**config.mk**
```make
export PLATFORM = sky130hd
export DESIGN_NAME = cplx_sum_sequencer
export DESIGN_NICKNAME = d
export VERILOG_FILES = /design/src/rtl/cplx_seq_pkg.sv /design/src/rtl/cplx_add3_sat.sv /design/src/rtl/cplx_sum_sequencer.sv
export SDC_FILE = /design/constraint.sdc
export NUM_CORES = 1
export LEC_CHECK = 0
export CORE_UTILIZATION = 40
export DETAILED_ROUTE_END_ITERATION = 6
export PLACE_DENSITY = 0.62
export SLEW_MARGIN = 20
export SYNTH_ARGS = -nofsm -noshare
export SYNTH_HDL_FRONTEND = slang
export SYNTH_SLANG_ARGS = --single-unit
export TNS_END_PERCENT = 10
```
**constraint.sdc**
```tcl
create_clock -name i_clk -period 3.45 [get_ports i_clk]
set_input_delay 0.345 -clock i_clk [delete_from_list [all_inputs] [get_ports i_clk]]
set_output_delay 0.345 -clock i_clk [all_outputs]
set_load 0.03 [all_outputs]
```
**src/rtl/cplx_seq_pkg.sv**
```systemverilog
// rtl/cplx_seq_pkg.sv - shared types and sizing helpers for the complex sum sequencer
package cplx_seq_pkg;

    // ACC: accepting beats; DONE: result presented, waiting for downstream.
    typedef enum logic {
        ACC  = 1'b0,
        DONE = 1'b1
    } state_t;

    // Accumulator width: sign + integer + fraction bits plus guard bits.
    function automatic int acc_w(input int qi, input int qf, input int g);
        return qi + qf + 1 + g;
    endfunction

    // Two terms per beat, so an odd term count needs one half-used beat.
    function automatic int beats(input int n);
        return (n + 1) / 2;
    endfunction

    function automatic int sat_max(input int w);
        return (1 << (w - 1)) - 1;
    endfunction

    function automatic int sat_min(input int w);
        return -(1 << (w - 1));
    endfunction

endpackage

```
**src/rtl/cplx_add3_sat.sv**
```systemverilog
// rtl/cplx_add3_sat.sv - combinational 3-input complex adder with saturation
//
// Purpose: o_sum = sat(i_acc + sext(i_a) + sext(i_b)) per component.
// Ports:
//   i_acc_re/i_acc_im  ACC_W  running accumulator (signed)
//   i_a_re/i_a_im      IN_W   lane A term (signed)
//   i_b_re/i_b_im      IN_W   lane B term (signed)
//   o_sum_re/o_sum_im  ACC_W  saturated sum
//   o_sat_re/o_sat_im  1      component was clamped
module cplx_add3_sat
    import cplx_seq_pkg::*;
#(
    parameter int IN_W  = 7,
    parameter int ACC_W = 11
) (
    input  logic [ACC_W-1:0] i_acc_re,
    input  logic [ACC_W-1:0] i_acc_im,
    input  logic [IN_W-1:0]  i_a_re,
    input  logic [IN_W-1:0]  i_a_im,
    input  logic [IN_W-1:0]  i_b_re,
    input  logic [IN_W-1:0]  i_b_im,
    output logic [ACC_W-1:0] o_sum_re,
    output logic [ACC_W-1:0] o_sum_im,
    output logic             o_sat_re,
    output logic             o_sat_im
);

    // Two extra bits hold acc + a + b exactly: |a|,|b| <= 2^(ACC_W-1) each
    // because ACC_W >= IN_W, so the full sum stays below 2^(ACC_W+1).
    localparam int FULL_W = ACC_W + 2;
    localparam int EXT_A  = FULL_W - IN_W;
    localparam logic [ACC_W-1:0] W_MAX = ACC_W'(sat_max(ACC_W));
    localparam logic [ACC_W-1:0] W_MIN = ACC_W'(sat_min(ACC_W));

    logic [FULL_W-1:0] w_full_re;
    logic [FULL_W-1:0] w_full_im;

    assign w_full_re = {{2{i_acc_re[ACC_W-1]}}, i_acc_re}
                     + {{EXT_A{i_a_re[IN_W-1]}}, i_a_re}
                     + {{EXT_A{i_b_re[IN_W-1]}}, i_b_re};
    assign w_full_im = {{2{i_acc_im[ACC_W-1]}}, i_acc_im}
                     + {{EXT_A{i_a_im[IN_W-1]}}, i_a_im}
                     + {{EXT_A{i_b_im[IN_W-1]}}, i_b_im};

    // Returns {clamped, value}. The sum fits ACC_W bits only when the top
    // three bits agree; otherwise the true sign (MSB) picks the rail.
    function automatic logic [ACC_W:0] clamp(input logic [FULL_W-1:0] v);
        logic fits;
        fits = (v[FULL_W-1] == v[ACC_W]) && (v[ACC_W] == v[ACC_W-1]);
        if (fits) begin
            return {1'b0, v[ACC_W-1:0]};
        end else if (v[FULL_W-1]) begin
            return {1'b1, W_MIN};
        end else begin
            return {1'b1, W_MAX};
        end
    endfunction

    assign {o_sat_re, o_sum_re} = clamp(w_full_re);
    assign {o_sat_im, o_sum_im} = clamp(w_full_im);

endmodule

```
**src/rtl/cplx_sum_sequencer.sv**
```systemverilog
// rtl/cplx_sum_sequencer.sv - reduces N_TERMS complex terms, two per beat, into one saturated result
//
// Purpose: accumulates lane A + lane B onto a running complex sum each
// accepted beat; after ceil(N_TERMS/2) beats the result is presented on
// the output side with a sticky overflow flag.
// Ports:
//   i_clk, i_rst_n                     clock, async active-low reset
//   i_flush                            drop the partial sum (ignored in DONE)
//   i_in_valid / o_in_ready            beat handshake
//   i_in_a_Re/Im, i_in_b_Re/Im         QI+QF+1 signed lane terms
//   o_out_valid / i_out_ready          result handshake
//   o_out_Re/Im                        ACC_W signed result, LSB = 2^-QF
//   o_out_overflow                     saturation anywhere in this result
module cplx_sum_sequencer
    import cplx_seq_pkg::*;
#(
    parameter int QI        = 3,
    parameter int QF        = 3,
    parameter int N_TERMS   = 9,
    parameter int ACC_GUARD = 4
) (
    input  logic                      i_clk,
    input  logic                      i_rst_n,
    input  logic                      i_flush,
    input  logic                      i_in_valid,
    output logic                      o_in_ready,
    input  logic [QI+QF:0]            i_in_a_Re,
    input  logic [QI+QF:0]            i_in_a_Im,
    input  logic [QI+QF:0]            i_in_b_Re,
    input  logic [QI+QF:0]            i_in_b_Im,
    output logic                      o_out_valid,
    input  logic                      i_out_ready,
    output logic [QI+QF+ACC_GUARD:0]  o_out_Re,
    output logic [QI+QF+ACC_GUARD:0]  o_out_Im,
    output logic                      o_out_overflow
);

    localparam int IN_W  = QI + QF + 1;
    localparam int ACC_W = acc_w(QI, QF, ACC_GUARD);
    localparam int NB    = beats(N_TERMS);
    localparam int CNT_W = (NB > 1) ? $clog2(NB) : 1;
    localparam logic [CNT_W-1:0] LAST_BEAT = CNT_W'(NB - 1);
    localparam bit ODD_TERMS = (N_TERMS % 2) == 1;

    state_t             r_state;
    logic [ACC_W-1:0]   r_acc_re;
    logic [ACC_W-1:0]   r_acc_im;
    logic [CNT_W-1:0]   r_cnt;
    logic               r_ovf;
    logic [ACC_W-1:0]   r_out_re;
    logic [ACC_W-1:0]   r_out_im;
    logic               r_out_ovf;

    logic               w_last;
    logic               w_accept;
    logic [IN_W-1:0]    w_b_re;
    logic [IN_W-1:0]    w_b_im;
    logic [ACC_W-1:0]   w_sum_re;
    logic [ACC_W-1:0]   w_sum_im;
    logic               w_sat_re;
    logic               w_sat_im;
    logic               w_ovf_next;

    assign o_in_ready  = (r_state == ACC) && !i_flush;
    assign o_out_valid = (r_state == DONE);
    assign o_out_Re       = r_out_re;
    assign o_out_Im       = r_out_im;
    assign o_out_overflow = r_out_ovf;

    assign w_last   = (r_cnt == LAST_BEAT);
    assign w_accept = i_in_valid && o_in_ready;

    // With an odd term count the last beat carries only one real term.
    assign w_b_re = (ODD_TERMS && w_last) ? '0 : i_in_b_Re;
    assign w_b_im = (ODD_TERMS && w_last) ? '0 : i_in_b_Im;

    assign w_ovf_next = r_ovf | w_sat_re | w_sat_im;

    cplx_add3_sat #(
        .IN_W  (IN_W),
        .ACC_W (ACC_W)
    ) u_add3 (
        .i_acc_re (r_acc_re),
        .i_acc_im (r_acc_im),
        .i_a_re   (i_in_a_Re),
        .i_a_im   (i_in_a_Im),
        .i_b_re   (w_b_re),
        .i_b_im   (w_b_im),
        .o_sum_re (w_sum_re),
        .o_sum_im (w_sum_im),
        .o_sat_re (w_sat_re),
        .o_sat_im (w_sat_im)
    );

    always_ff @(posedge i_clk or negedge i_rst_n) begin
        if (!i_rst_n) begin
            r_state   <= ACC;
            r_acc_re  <= '0;
            r_acc_im  <= '0;
            r_cnt     <= '0;
            r_ovf     <= 1'b0;
            r_out_re  <= '0;
            r_out_im  <= '0;
            r_out_ovf <= 1'b0;
        end else begin
            case (r_state)
                ACC: begin
                    if (i_flush) begin
                        r_acc_re <= '0;
                        r_acc_im <= '0;
                        r_cnt    <= '0;
                        r_ovf    <= 1'b0;
                    end else if (w_accept) begin
                        if (w_last) begin
                            // Final sum bypasses the accumulator straight
                            // into the output registers.
                            r_out_re  <= w_sum_re;
                            r_out_im  <= w_sum_im;
                            r_out_ovf <= w_ovf_next;
                            r_state   <= DONE;
                            r_acc_re  <= '0;
                            r_acc_im  <= '0;
                            r_cnt     <= '0;
                            r_ovf     <= 1'b0;
                        end else begin
                            r_acc_re <= w_sum_re;
                            r_acc_im <= w_sum_im;
                            r_ovf    <= w_ovf_next;
                            r_cnt    <= r_cnt + CNT_W'(1);
                        end
                    end
                end
                DONE: begin
                    if (i_out_ready) begin
                        r_state <= ACC;
                    end
                end
                default: begin
                    r_state <= ACC;
                end
            endcase
        end
    end

endmodule
```
# Word-level counts from Yosys, hierarchy flattened
# Index checks and enable logic that the tools add are counted.
[classes] n_bitwise=4 eq_ne=5 n_reduce_logical=8 muxes=23 n_addsub=5
[ops] cell="$mux W11" n=8
[ops] cell="$add A13 B13 Y13" n=2
[ops] cell="$add A11 B7 Y12" n=2
[ops] cell="$mux W12" n=2
[ops] cell="$mux W7" n=2
[ops] cell="$mux W3" n=3
[ops] cell="$mux W1" n=7
[ops] cell="$eq A1 B1 Y1" n=4
[ops] cell="$logic_and A1 B1 Y1" n=4
[ops] cell="$reduce_and A4 Y1" n=1
[ops] cell="$add A3 B1 Y3 const B" n=1
[ops] cell="$eq A3 B3 Y1 const B" n=1
[ops] cell="$not A1 Y1" n=2
[ops] cell="$or A1 B1 Y1" n=2
[ops] cell="$pmux W1 S2" n=1
[ops] cell="$reduce_and A2 Y1" n=1
[ops] cell="$reduce_bool A2 Y1" n=1
[ops] cell="$logic_not A1 Y1" n=1
[totals] out_inout_bits=25 in_bits=33 ff_bits=50 wordCells=53

# Longest topological paths before layout
[depth] depth_word=11 mapped_depth=21 mapped_depth_nobuf=20

# By module
# From an unflattened synthesis, not the netlist that was laid out.
[unflattened] hier_cells=357 hier_area_um2=3985.1
[modules_own_cells] mod="cplx_sum_sequencer" seq_area_each_um2=1251.2 instances=1 area_each_um2=2097.0 cells_per_inst=141
[modules_own_cells] mod="cplx_add3_sat" seq_area_each_um2=0.0 instances=1 area_each_um2=1888.1 cells_per_inst=216

# Worst setup path after synthesis
# Ideal clock, no wire load.
[synth_timing] path_kind="register to register" startpoint="register r_acc_re[1]" endpoint="register r_out_re[4], in the netlist o_out_Re[4]" path_stages_with_launch=18 n_path_buf=0 required_ps=3325 setup_slack_ps=-359 period_less_slack_ps=3809 setup_ps=125 t_arrival_ps=3684 cell_sequence="dfrtp_1 -> ha_1 -> a21o_1 -> a21oi_1 -> o21bai_1 -> a21oi_1 -> nor2b_1 -> o211ai_1 -> a21oi_1 -> a31oi_1 -> ha_1 -> a21oi_1 -> a21boi_0 -> o311ai_4 -> o21ai_4 -> a21boi_1 -> o22ai_1 -> mux2_2"
[synth_via] elab_chain_cells=5 elab_cells_between_ends=7 classes_between="2 x add/sub; 2 x eq/ne; 2 x mux; 1 x reduce/logical"
[synth_rtl] element="start: declaration" line_no="cplx_sum_sequencer.sv:46" rtl="logic [ACC_W-1:0] r_acc_re;"
[synth_rtl] element="start signal: assignment" line_no="cplx_sum_sequencer.sv:126" rtl="r_acc_re <= w_sum_re;"
[synth_rtl] element="$add A11 B7 Y12 (*)" line_no="cplx_add3_sat.sv:39" rtl="+ {{EXT_A{i_a_re[IN_W-1]}}, i_a_re}"
[synth_rtl] element="$add A13 B13 Y13 (*)" line_no="cplx_add3_sat.sv:40" rtl="+ {{EXT_A{i_b_re[IN_W-1]}}, i_b_re};"
[synth_rtl] element="$eq A1 B1 Y1" line_no="cplx_add3_sat.sv:49" rtl="fits = (v[FULL_W-1] == v[ACC_W]) && (v[ACC_W] == v[ACC_W-1]);"
[synth_rtl] element="$logic_and A1 B1 Y1" line_no="cplx_add3_sat.sv:49"
[synth_rtl] element="$mux W12 (*)" line_no="cplx_add3_sat.sv:50" rtl="if (fits) begin"
[synth_rtl] element="end signal: assignment" line_no="cplx_sum_sequencer.sv:117" rtl="r_out_re <= w_sum_re;"
[synth_rtl] element="end: declaration" line_no="cplx_sum_sequencer.sv:50" rtl="logic [ACC_W-1:0] r_out_re;"
# Every way passes the cells marked *; elsewhere a longest branch is shown, timed or not.
# A chain may end at the register's enable or synchronous reset.

# Worst setup path after layout
[layout_timing] startpoint="register r_acc_re[0]" endpoint="register r_ovf"
[layout_via] elab_chain_cells=10 elab_cells_between_ends=11 classes_between="2 x add/sub; 2 x eq/ne; 4 x mux; 2 x bitwise; 1 x reduce/logical"
[layout_rtl] element="$add A11 B7 Y12 (*)" line_no="cplx_add3_sat.sv:39"
[layout_rtl] element="$add A13 B13 Y13 (*)" line_no="cplx_add3_sat.sv:40"
[layout_rtl] element="$eq A1 B1 Y1" line_no="cplx_add3_sat.sv:49"
[layout_rtl] element="$logic_and A1 B1 Y1 (*)" line_no="cplx_add3_sat.sv:49"
[layout_rtl] element="$mux W12 (*)" line_no="cplx_add3_sat.sv:50"
[layout_rtl] element="$or A1 B1 Y1 (*) (2 in a row)" line_no="cplx_sum_sequencer.sv:77" rtl="assign w_ovf_next = r_ovf | w_sat_re | w_sat_im;"
[layout_rtl] element="$mux W1 (*)" line_no="cplx_sum_sequencer.sv:114" rtl="if (w_last) begin"
[layout_rtl] element="$mux W1 (*)" line_no="cplx_sum_sequencer.sv:113" rtl="end else if (w_accept) begin"
[layout_rtl] element="$mux W1 (*)" line_no="cplx_sum_sequencer.sv:108" rtl="if (i_flush) begin"
[layout_rtl] element="end signal: assignment" line_no="cplx_sum_sequencer.sv:128" rtl="r_ovf <= w_ovf_next;"
[layout_rtl] element="end: declaration" line_no="cplx_sum_sequencer.sv:49" rtl="logic r_ovf;"
# Every way passes the cells marked *; elsewhere a longest branch is shown, timed or not. The select of a mux whose other input is x is not followed.

==> impl_results.md <==
* Hold_buf cts at 0
* DRC at 0
* Worst-Margin Slew at 662 ps
* Number of synthesized flops with an enable pin at 0
* Critical path peak fanout at 4
* Worst slack at placement at -888 ps
* PnR Total Power at 6300 uW
* DR vias at 3972
* GRT Residual Overflow at 0
* Netlist Area Pre-Place at 4130 um2
* DRT Pass-1 Iters at 4
* Sw Pwr at 2960 uW
* Final setup vio count at 42
* Ports at 58
* Fin crit share at 1.10
* Die area at 10700 um2
* Max-Cap Viols at 0
* Core Region at 9910 um2
* Drt first-iter violations at 123
* Synth cell types at 51
* RSZ-0062 raised after global routing: true
* Required time worst endpoint at 3630 ps
* Nets at 714
* Synth Instances at 470
* Final GP Congestion at 0.838
* Leak at 0.00280 uW
* Comb power frac at 0.807
* Die Wd at 104 um
* Relative slew margins at 0.558
* Setup Crit Path Kind: flip-flop to flip-flop
* Htree depth at 2
* Utilization after layout at 0.605
* Worst min path class: input pin to async pin
* Asr flop ratio synth at 1.00
* Post-Layout Cell Count at 762
* Drt total wl at 11300 um
* Die Span Y at 104 um
* Worst clock skew at 7.07 ps
* Clock Power Share at 0.057
* Skew-Pair Late Insertion Delay at 300 ps
* Cell Pwr Density at 1050 nW/um2
* Ys Warns at 0
* Vias per cell at 5.21
* DP HPWL at 8590 um
* Overall Global Routing Usage at 0.218
* CTS tree: yes
* Register share of total power at 0.136
* Violated checks: negative setup slack
* Inst Count DP at 741
* Clk root buf: clkbuf_8
* Fin. max-slew vios at 0
* # port buffers at 57
* Seq/Total Area, Yosys at 0.303
* Number of global-route vias before repair at 4217
* Setup crit start kind: flip-flop
* Fmax at 0.264 GHz
* CTS Sinks at 50
* Final hold viol count at 0
* Ant diodes at 0
* Global-route wire length before repair at 19100 um
* WL per Instance at 14.9 um
* Net Count, Synth at 556
* Synth Register Bits at 50
* Initial core utilization at 0.417
* Setup WS post-layout at -339 ps
* Layout cells sized above 1 at 0.297
* Syn_area_per_cell at 8.79 um2
* Crit end category: flip-flop
* Cell Rows at 36
* Setup TNS at -9510 ps
* Worst path arrival time at 3970 ps
* Largest net degree at the start of global routing at 51
* Clk slew on worst S/H paths at 90 ps
* Top_reg_cell synth: dfrtp_1
* Synthesis-to-finish area growth at 45.2%
* CTS buffer count at 5
* Crit path time final at 3790 ps
* CTS Buffer Depth at 2
* Number of antenna violations at the first check in global routing at 0
* ANT nets after route at 0
* Outcome: finished, violations left
* Sw frac at 0.470
* Int Pwr at 3340 uW
* Maximum vdd drop at 0.519 mV
## metal layers
layer,up-vias,GRT usage,part of all wire
met4,0,0.0776,0.024
li1,1993,-,-
met1,1888,0.250,0.44
met3,21,0.0227,0.026
met2,70,0.413,0.51
met5,-,0,0
## power by group through the flow
| stage | clock (uW) | sequential (uW) | combinational, uW |
|---|---|---|---|
| 3_3_place_gp | 0 | 860 | 4220 |
| 5_1_grt | 388 | 874 | 5580 |
| 4_1_cts | 370 | 855 | 4840 |
| 3_5_place_dp | 0 | 861 | 4340 |
| 6_report | 362 | 857 | 5080 |
| 2_1_floorplan | 0 | 903 | 2770 |
## area by class of cell
type                    instances  area, um2
repair buffers                159       1340
clock buffers                   6       82.6
fillers                       890       3910
flip-flops and latches         50       1250
clock inverters                 2       17.5
multi-input cells             389       3050
well taps                     133        166
inverters                      23       86.3
## state kept, by name, indices dropped and copies added (netlist names)
signal,flops
o_out_Im,11
o_out_Re,11
r_acc_im,11
r_acc_re,11
r_cnt,3
o_out_overflow,1
o_out_valid,1
r_ovf,1
## final timing paths
| path | from | end | cells past startpoint | slack [ps] |
|---|---|---|---|---|
| max in group asynchronous | i_rst_n | r_acc_im[0] | 1 | 2990 |
| max | r_acc_re[0] | r_ovf | 19 | -340 |
| min in group i_clk | o_out_Im[10] | o_out_Im[10] | 2 | 480 |
| min reg2reg | o_out_Im[10] | o_out_Im[10] | 2 | 480 |
| min | i_rst_n | r_acc_re[8] | 1 | 40 |
| max reg2reg | r_acc_re[0] | r_ovf | 19 | -340 |
## through the flow
stage | hold slack (ps) | cell area, um2
after floorplan | 49.4 | 4200
after global placement | 468 | 5560
after detailed placement | 473 | 5560
after CTS | 277 | 5900
after global routing | 92.8 | 6000
final | 38.1 | 6000
## placed cells by master (no fill, tap or decap), drive strengths merged, types with 3 or more instances in the layout
master | Yosys | final
a31o | 3 | 3
nand2 | 53 | 54
buf | 2 | 103
o21a | 4 | 4
xnor2 | 20 | 20
fa | 4 | 4
nor3 | 7 | 7
a21o | 12 | 12
o211ai | 12 | 12
and3 | 3 | 3
a211oi | 4 | 4
inv | 23 | 23
clkdlybuf4s50 | 0 | 52
clkbuf | 7 | 6
ha | 49 | 49
and2 | 16 | 16
a21oi | 36 | 36
a21boi | 4 | 4
nor2b | 9 | 9
dlygate4sd2 | 0 | 4
o21ai | 57 | 57
mux2 | 12 | 12
nand3 | 6 | 6
nand2b | 5 | 5
nor2 | 29 | 29
dfrtp | 50 | 50
a22o | 5 | 5
xor2 | 11 | 11
o21bai | 3 | 3
## cell usage after synthesis, drive strengths merged (6+ instances only)
master | number | share of area
nand3 | 6 | 0.0073
nor2b | 9 | 0.014
dfrtp | 50 | 0.30
mux2 | 12 | 0.033
nor3 | 7 | 0.0085
a21o | 12 | 0.022
nor2 | 29 | 0.026
a21oi | 36 | 0.046
ha | 49 | 0.15
xor2 | 11 | 0.023
xnor2 | 20 | 0.042
o211ai | 12 | 0.022
inv | 23 | 0.021
and2 | 16 | 0.024
nand2 | 53 | 0.048
o21ai | 57 | 0.073
clkbuf | 7 | 0.0064
## what timing repair did
action                     in CTS  in global routing
setup endpoints to repair      46                 46
pin swaps                      52                 25
buffers inserted               12                  1
resized for setup              53                 30
cloned                          2                  0
## logic make-up (layout without fill, tap and decap cells)
group	count (synthesis)	count (layout)	share of synthesized area
compound gates	153	153	0.241
simple gates	137	138	0.156
fa+ha+maj	53	53	0.168
flops	50	50	0.303
buf+inv	32	190	0.0297
xor+xnor	31	31	0.0657
mux	14	14	0.0376
## critical path: stages, from the launching register on
cell and delay [ps]:
dfrtp_1 440, ha_4 190, fa_2 350, a21o_1 180
a21oi_2 130, o21bai_1 90, a21oi_2 170, o21ai_2 80
a21o_1 190, a21oi_2 140, xnor2_1 80, ha_1 310
and3_1 150, nand4_1 110, and3b_2 270, nor4_2 260
o2bb2ai_1 140, buf_4 160, and3b_1 170, o21ai_1 60
Power figures use the tool's default switching activity.
